### src/rtl/aes_pkg.sv
// Shared definitions for the iterative AES-128 round controller.
package aes_pkg;

    typedef enum logic [1:0] {
        IDLE  = 2'd0,
        INIT  = 2'd1,
        ROUND = 2'd2,
        DONE  = 2'd3
    } aes_state_e;

    localparam int AES128_NR = 10;
    localparam int ROUND_W   = 4;

endpackage

### src/rtl/aes_round_counter.sv
// Round / in-round cycle counter pair; cyc wraps after ROUND_LAT-1 and advances the round.
module aes_round_counter
    import aes_pkg::*;
#(
    parameter int NR        = AES128_NR,
    parameter int ROUND_LAT = 3
) (
    input  logic               clk,
    input  logic               rst_n,
    input  logic               clear,
    input  logic               load,
    input  logic               step,
    output logic [ROUND_W-1:0] round,
    output logic [ROUND_W-1:0] cyc,
    output logic               last_cyc,
    output logic               last_round
);

    localparam logic [ROUND_W-1:0] LAST_CYC   = ROUND_W'(ROUND_LAT - 1);
    localparam logic [ROUND_W-1:0] LAST_ROUND = ROUND_W'(NR);

    always_ff @(posedge clk) begin
        if (!rst_n || clear) begin
            round <= '0;
            cyc   <= '0;
        end else if (load) begin
            round <= ROUND_W'(1);
            cyc   <= '0;
        end else if (step) begin
            if (last_cyc) begin
                cyc   <= '0;
                round <= round + 1'b1;
            end else begin
                cyc <= cyc + 1'b1;
            end
        end
    end

    assign last_cyc   = (cyc == LAST_CYC);
    assign last_round = (round == LAST_ROUND);

endmodule

### src/rtl/aes_round_ctrl.sv
// Sequencing controller for the iterative AES-128 datapath; Moore outputs decoded
// from the registered state and counters only.
module aes_round_ctrl
    import aes_pkg::*;
#(
    parameter int NR        = AES128_NR,
    parameter int ROUND_LAT = 3
) (
    input  logic               clk,
    input  logic               rst_n,
    input  logic               in_valid_i,
    output logic               in_ready_o,
    input  logic               flush_i,
    output logic               load_o,
    output logic               dp_en_o,
    output logic               key_step_o,
    output logic               state_we_o,
    output logic               mc_bypass_o,
    output logic [ROUND_W-1:0] round_o,
    output logic               out_valid_o,
    input  logic               out_ready_i
);

    aes_state_e         state_q;
    aes_state_e         state_d;
    logic               cnt_clear;
    logic               cnt_load;
    logic               cnt_step;
    logic [ROUND_W-1:0] round;
    logic [ROUND_W-1:0] cyc;
    logic               last_cyc;
    logic               last_round;

    aes_round_counter #(
        .NR        (NR),
        .ROUND_LAT (ROUND_LAT)
    ) u_counter (
        .clk        (clk),
        .rst_n      (rst_n),
        .clear      (cnt_clear),
        .load       (cnt_load),
        .step       (cnt_step),
        .round      (round),
        .cyc        (cyc),
        .last_cyc   (last_cyc),
        .last_round (last_round)
    );

    always_ff @(posedge clk) begin
        if (!rst_n) begin
            state_q <= IDLE;
        end else begin
            state_q <= state_d;
        end
    end

    always_comb begin
        state_d   = state_q;
        cnt_clear = 1'b0;
        cnt_load  = 1'b0;
        cnt_step  = 1'b0;
        unique case (state_q)
            IDLE: begin
                if (in_valid_i) begin
                    state_d = INIT;
                end
            end
            INIT: begin
                cnt_load = 1'b1;
                state_d  = ROUND;
            end
            ROUND: begin
                // Counters freeze on the final write-back so DONE keeps a stable view.
                if (last_cyc && last_round) begin
                    state_d = DONE;
                end else begin
                    cnt_step = 1'b1;
                end
            end
            DONE: begin
                if (out_ready_i) begin
                    state_d   = IDLE;
                    cnt_clear = 1'b1;
                end
            end
            default: begin
                state_d   = IDLE;
                cnt_clear = 1'b1;
            end
        endcase
        // Abort outranks every handshake, including a same-cycle acceptance.
        if (flush_i) begin
            state_d   = IDLE;
            cnt_clear = 1'b1;
            cnt_load  = 1'b0;
            cnt_step  = 1'b0;
        end
    end

    assign in_ready_o  = (state_q == IDLE);
    assign load_o      = (state_q == INIT);
    assign dp_en_o     = (state_q == INIT) || (state_q == ROUND);
    assign key_step_o  = (state_q == ROUND) && (cyc == '0);
    assign state_we_o  = (state_q == ROUND) && last_cyc;
    assign mc_bypass_o = (state_q == ROUND) && last_round;
    assign round_o     = (state_q == ROUND) ? round : '0;
    assign out_valid_o = (state_q == DONE);

endmodule

### config.mk
export PLATFORM = sky130hd
export DESIGN_NAME = aes_round_ctrl
export DESIGN_NICKNAME = d
export VERILOG_FILES = /design/src/rtl/aes_pkg.sv /design/src/rtl/aes_round_counter.sv /design/src/rtl/aes_round_ctrl.sv
export SDC_FILE = /design/constraint.sdc
export NUM_CORES = 1
export LEC_CHECK = 0
export ABC_AREA = 1
export BUFFER_PORTS_ARGS = -buffer_cell sky130_fd_sc_hd__buf_2
export CORE_AREA = 2 2 39 41
export DETAILED_ROUTE_END_ITERATION = 10
export DIE_AREA = 0 0 41 43
export HOLD_SLACK_MARGIN = 0.12
export PLACE_DENSITY = 0.8
export SYNTH_ARGS = -nofsm -noshare
export SYNTH_HDL_FRONTEND = slang
export SYNTH_HIERARCHICAL = 1
export SYNTH_SLANG_ARGS = --single-unit
export TNS_END_PERCENT = 20
### constraint.sdc
create_clock -name clk -period 4.7 [get_ports clk]
set_clock_uncertainty 0.2 [all_clocks]
set_input_delay 1.175 -clock clk [delete_from_list [all_inputs] [get_ports clk]]
set_output_delay 1.175 -clock clk [all_outputs]
set_load 0.05 [all_outputs]
# ---- Word level (Yosys, flattened, before mapping)
# Cells that the tools add are included.
dict set report totals {
  elab_cells 48
  output_inout_bits 11
  ff_bits 10
}
dict set report classes {
  eq_ne 8
  mux 17
  bitwise_logic 1
  add_sub_neg 2
  n_reduce_logical 16
}
# cell count
set ops {}
lappend ops {{2-to-1 mux 1 bit} 11}
lappend ops {{adder 4 x 1 -> 4 bit (second input constant)} 2}
lappend ops {{2-to-1 mux 4 bit} 2}
lappend ops {{case mux 2 bit (4 select lines)} 1}
lappend ops {{2-to-1 mux 2 bit} 3}
lappend ops {{== test 2 bit (second input constant)} 2}
lappend ops {{== test 4 x 2 -> 1 bit (second input constant)} 1}
lappend ops {{== test 4 bit (second input constant)} 1}
lappend ops {{logical AND 1 bit} 4}
lappend ops {{logical NOT 4 bit} 1}
lappend ops {{!= test 2 bit (second input constant)} 2}
lappend ops {{AND reduction 2 bit} 2}
lappend ops {{nonzero test 2 bit} 2}
lappend ops {{OR reduction 2 bit} 2}
lappend ops {{AND reduction 3 bit} 1}
lappend ops {{== test 2 x 1 -> 1 bit (second input constant)} 1}
lappend ops {{logical NOT 2 bit} 1}
lappend ops {{logical OR 1 bit} 2}
lappend ops {{!= test 2 x 1 -> 1 bit (second input constant)} 1}
lappend ops {{logical NOT 1 bit} 1}
lappend ops {{NOT 1 bit} 1}

# ---- Depth between registers and ports, before layout
dict set report logic_depth {
  ltp_word 7
  depth_mapped 12
}

# ---- Hierarchy
# The synthesis kept the hierarchy.
# mod area_per_inst_um2 seq_area_each_um2 cells_per_inst n_inst
set modules_own_cells {}
lappend modules_own_cells {aes_round_counter 421.7 160.2 61 1}
lappend modules_own_cells {aes_round_ctrl 289.0 40.0 48 1}

# ---- Worst setup path after synthesis
# OpenSTA, ideal clock, no wires.
dict set report synth_path {
  kind {register -> output}
  startpoint {reg state_q[0]}
  endpoint {out key_step_o}
  path_buffers 1
  stages_incl_launch_ff 6
  t_arrival_ns 2.196
  path_slack_ns 1.129
  path_cell_list {dfxtp_1 > inv_1 > ha_1 > buf_6 > nand2_1 > nor4_1}
}
dict set report synth_between {
  elab_chain_cells 2
}
# element line_no
set synth_lines {}
lappend synth_lines {{start, declared} aes_round_ctrl.sv:24} ;# aes_state_e state_q;
lappend synth_lines {{start signal, assigned} aes_round_ctrl.sv:53} ;# state_q <= state_d;
lappend synth_lines {{== test 2 bit} aes_round_ctrl.sv:103} ;# assign key_step_o = (state_q == ROUND) && (cyc == '0);
lappend synth_lines {{logical AND 1 bit} aes_round_ctrl.sv:103}
lappend synth_lines {{end, declared} aes_round_ctrl.sv:16} ;# output logic key_step_o,
# Every way passes these cells.

# ---- Worst setup path after layout
# Same ends and word-level chain as after synthesis.

==> results.cfg <==
[status]
status = finished clean

[clocking]
postCtsSetupRepairBufs = 0
cts-root-buf = clkbuf_4
cts_tree = yes
clk_latency_ns = 0.28
clk_pin_slew_ns = 0.08
cts_max_level = 1
cts_resized = 0
cts_sinks = 10
cts_hold_buf = 0
clockBufferDepth = 2
cts_buffers = 3

[floorplanning]
ios = 16
start_util_pct = 51.36
die_y_um = 43
die-area_um2 = 1763
core_um2 = 1384
die_x_um = 41
row_count = 14

[synth]
synthCells = 109
ys_seq_area_share_pct = 28.17
ys_types = 19
syn_area_per_cell_um2 = 6.520
ys_warn_count = 6
syn-cell-area_um2 = 710.7
yosys_register_bits = 10
syn_nets = 121

[finish]
fin_util_pct = 60.04
seqCellArea_um2 = 200.2
nNetsFinal = 140
nFillCells = 137
final_area_um2 = 830.8
drive_above_1_share_pct = 20.47
multi_input_area_um2 = 396.6
area_growth_pct = 16.90
instances_no_fill = 143
insertedDiodeCount = 0

[routing]
vias = 678
avgViaCountPerCell = 4.741
wire_per_inst_um = 9.028
drt-total-wl_mm = 1.291
top_layer = met4
drc_errors = 0
antenna_left = 0
first_pass_iters = 4
drt-initial-drc-count = 10
wl_met3_um = 61
wl_met2_um = 620
wl_met1_um = 578

[placed_design]
place_hpwl_mm = 1.006
numPortBuffers = 15
dp.cells = 139
gp_congestion = 0.8006
dpl_cell_area_um2 = 794.5

[timing]
post-route-period-util_pct = 64.91
setup_viol = 0
timing.fmax_mhz = 327.8
rsz0062_at_grt = false
finalSetupTns_ns = 0
hold_viol = 0
max_slew_margin_pct = 70.11
period_needed_ns = 3.051
worst_pin_slew_ns = 0.4467
slew_viol_final = 0

[grt]
grt_pass1_wl_mm = 2.132
grt_usage_pct = 18.04
antenna_found_initial = 0
grt.overflow.total = 0
grt_max_degree = 10
grt_pass1_vias = 573

[critical_path]
cp_cell_sequence = inv_1, ha_1, nand2_1, nor4_1, buf_2
endpoint_kind = output port
crit_fanout = 9
cp.required_ns = 3.32
startpoint = state_q[0]$_SDFFE_PP0P_
r2r-start = u_counter/round[0]$_SDFFE_PP0P_
worstSetupPathType = register to output port
cp-start-kind = register
cpMaxStageDelayCell = ha_1
critPathMaxStageDelay_ns = 0.40
crit_arrival_ns = 1.68

[power_and_ir_drop]
total_power_mw = 0.2099
power_leakage_nw = 0.4897
powerDensity_nw_per_um2 = 252.7
vdd_drop_max_mv = 0.1673

[run]
maxCapViolations = 0

[min_path]
worstHoldStart = u_counter/cyc[3]$_SDFFE_PP0P_
hold_path.class = register to register
-- sequential cells by signal, summed over array words and instances, names as in the netlist --
name	count
state_q	2
u_counter/cyc	4
u_counter/round	4
-- cells in the final DEF (no fill, tap or decap), drive strengths merged, types with 4 or more instances in the layout --
cell type	instances
dfxtp	10
ha	7
nand2	29
clkbuf	4
nor2	12
buf	15
inv	26
nand3	6
a21oi	6
-- cell type report --
type                       count  area share (%)
multi-input combinational     71           47.74
sequential                    10           24.10
inverter                      27           12.35
timing repair buffer          15           9.036
clock buffer                   4           4.367
tap                           16           2.410
-- worst max-delay path, delay by kind of cell, from the launching register on --
family / cells / cell delay, ns
buffers and inverters: 2 / 0.42
adder cells (fa/ha/maj): 1 / 0.40
flip-flops: 1 / 0.33
AND/OR/NAND/NOR: 2 / 0.25
-- power breakdown --
| group | switching [mW] | total [mW] | internal, mW |
|---|---|---|---|
| clock network | 0.0343 | 0.0814 | 0.0471 |
| registers | 0.00150 | 0.0878 | 0.0863 |
| logic | 0.0292 | 0.0407 | 0.0115 |
-- final timing paths --
check	to	slack, ns	cells after the start
setup reg to reg	u_counter/cyc[3]$_SDFFE_PP0P_	2.53	11
hold / removal	u_counter/cyc[3]$_SDFFE_PP0P_	0.31	1
setup / recovery	key_step_o	1.65	5
hold reg to reg	u_counter/cyc[3]$_SDFFE_PP0P_	0.31	1
-- synthesized netlist by cell type, drive strengths merged --
library cell / n / area [µm²]
clkinv: 1 / 5.000
inv: 26 / 97.59
nand3: 6 / 40.04
nand4: 3 / 18.77
o21ai: 1 / 5.000
dfxtp: 10 / 200.2
nor2: 12 / 52.55
nor3: 3 / 15.01
a21oi: 6 / 30.03
a21o: 1 / 7.510
nand2: 29 / 116.4
xor2: 1 / 8.760
nor4: 1 / 6.260
ha: 7 / 87.58
xnor2: 1 / 8.760
buf: 1 / 11.26
-- cell families (layout without fill, tap and decap cells) --
logic type / after synthesis / after routing / share of synthesized area (%)
compound gates: 8 / 8 / 5.986
fa+ha+maj: 7 / 7 / 12.32
xor+xnor: 2 / 2 / 2.465
buf+inv: 28 / 46 / 16.02
simple gates: 54 / 54 / 35.04
flops: 10 / 10 / 28.17
-- metrics by stage --
stage | setup slack, ns | hold slack (ns)
floorplan | 1.129 | 0.2537
global placement | 1.962 | 0.2808
detailed placement | 1.943 | 0.2922
CTS | 1.634 | 0.3089
global route | 1.497 | 0.3346
finish | 1.649 | 0.3056
-- routing by layer --
metal	track usage, %	up-vias
met3	3.141	4
met2	26.25	19
met4	14.00	0
met1	22.15	288
met5	0	-
li1	-	367
(Power assumes the default switching activity.)
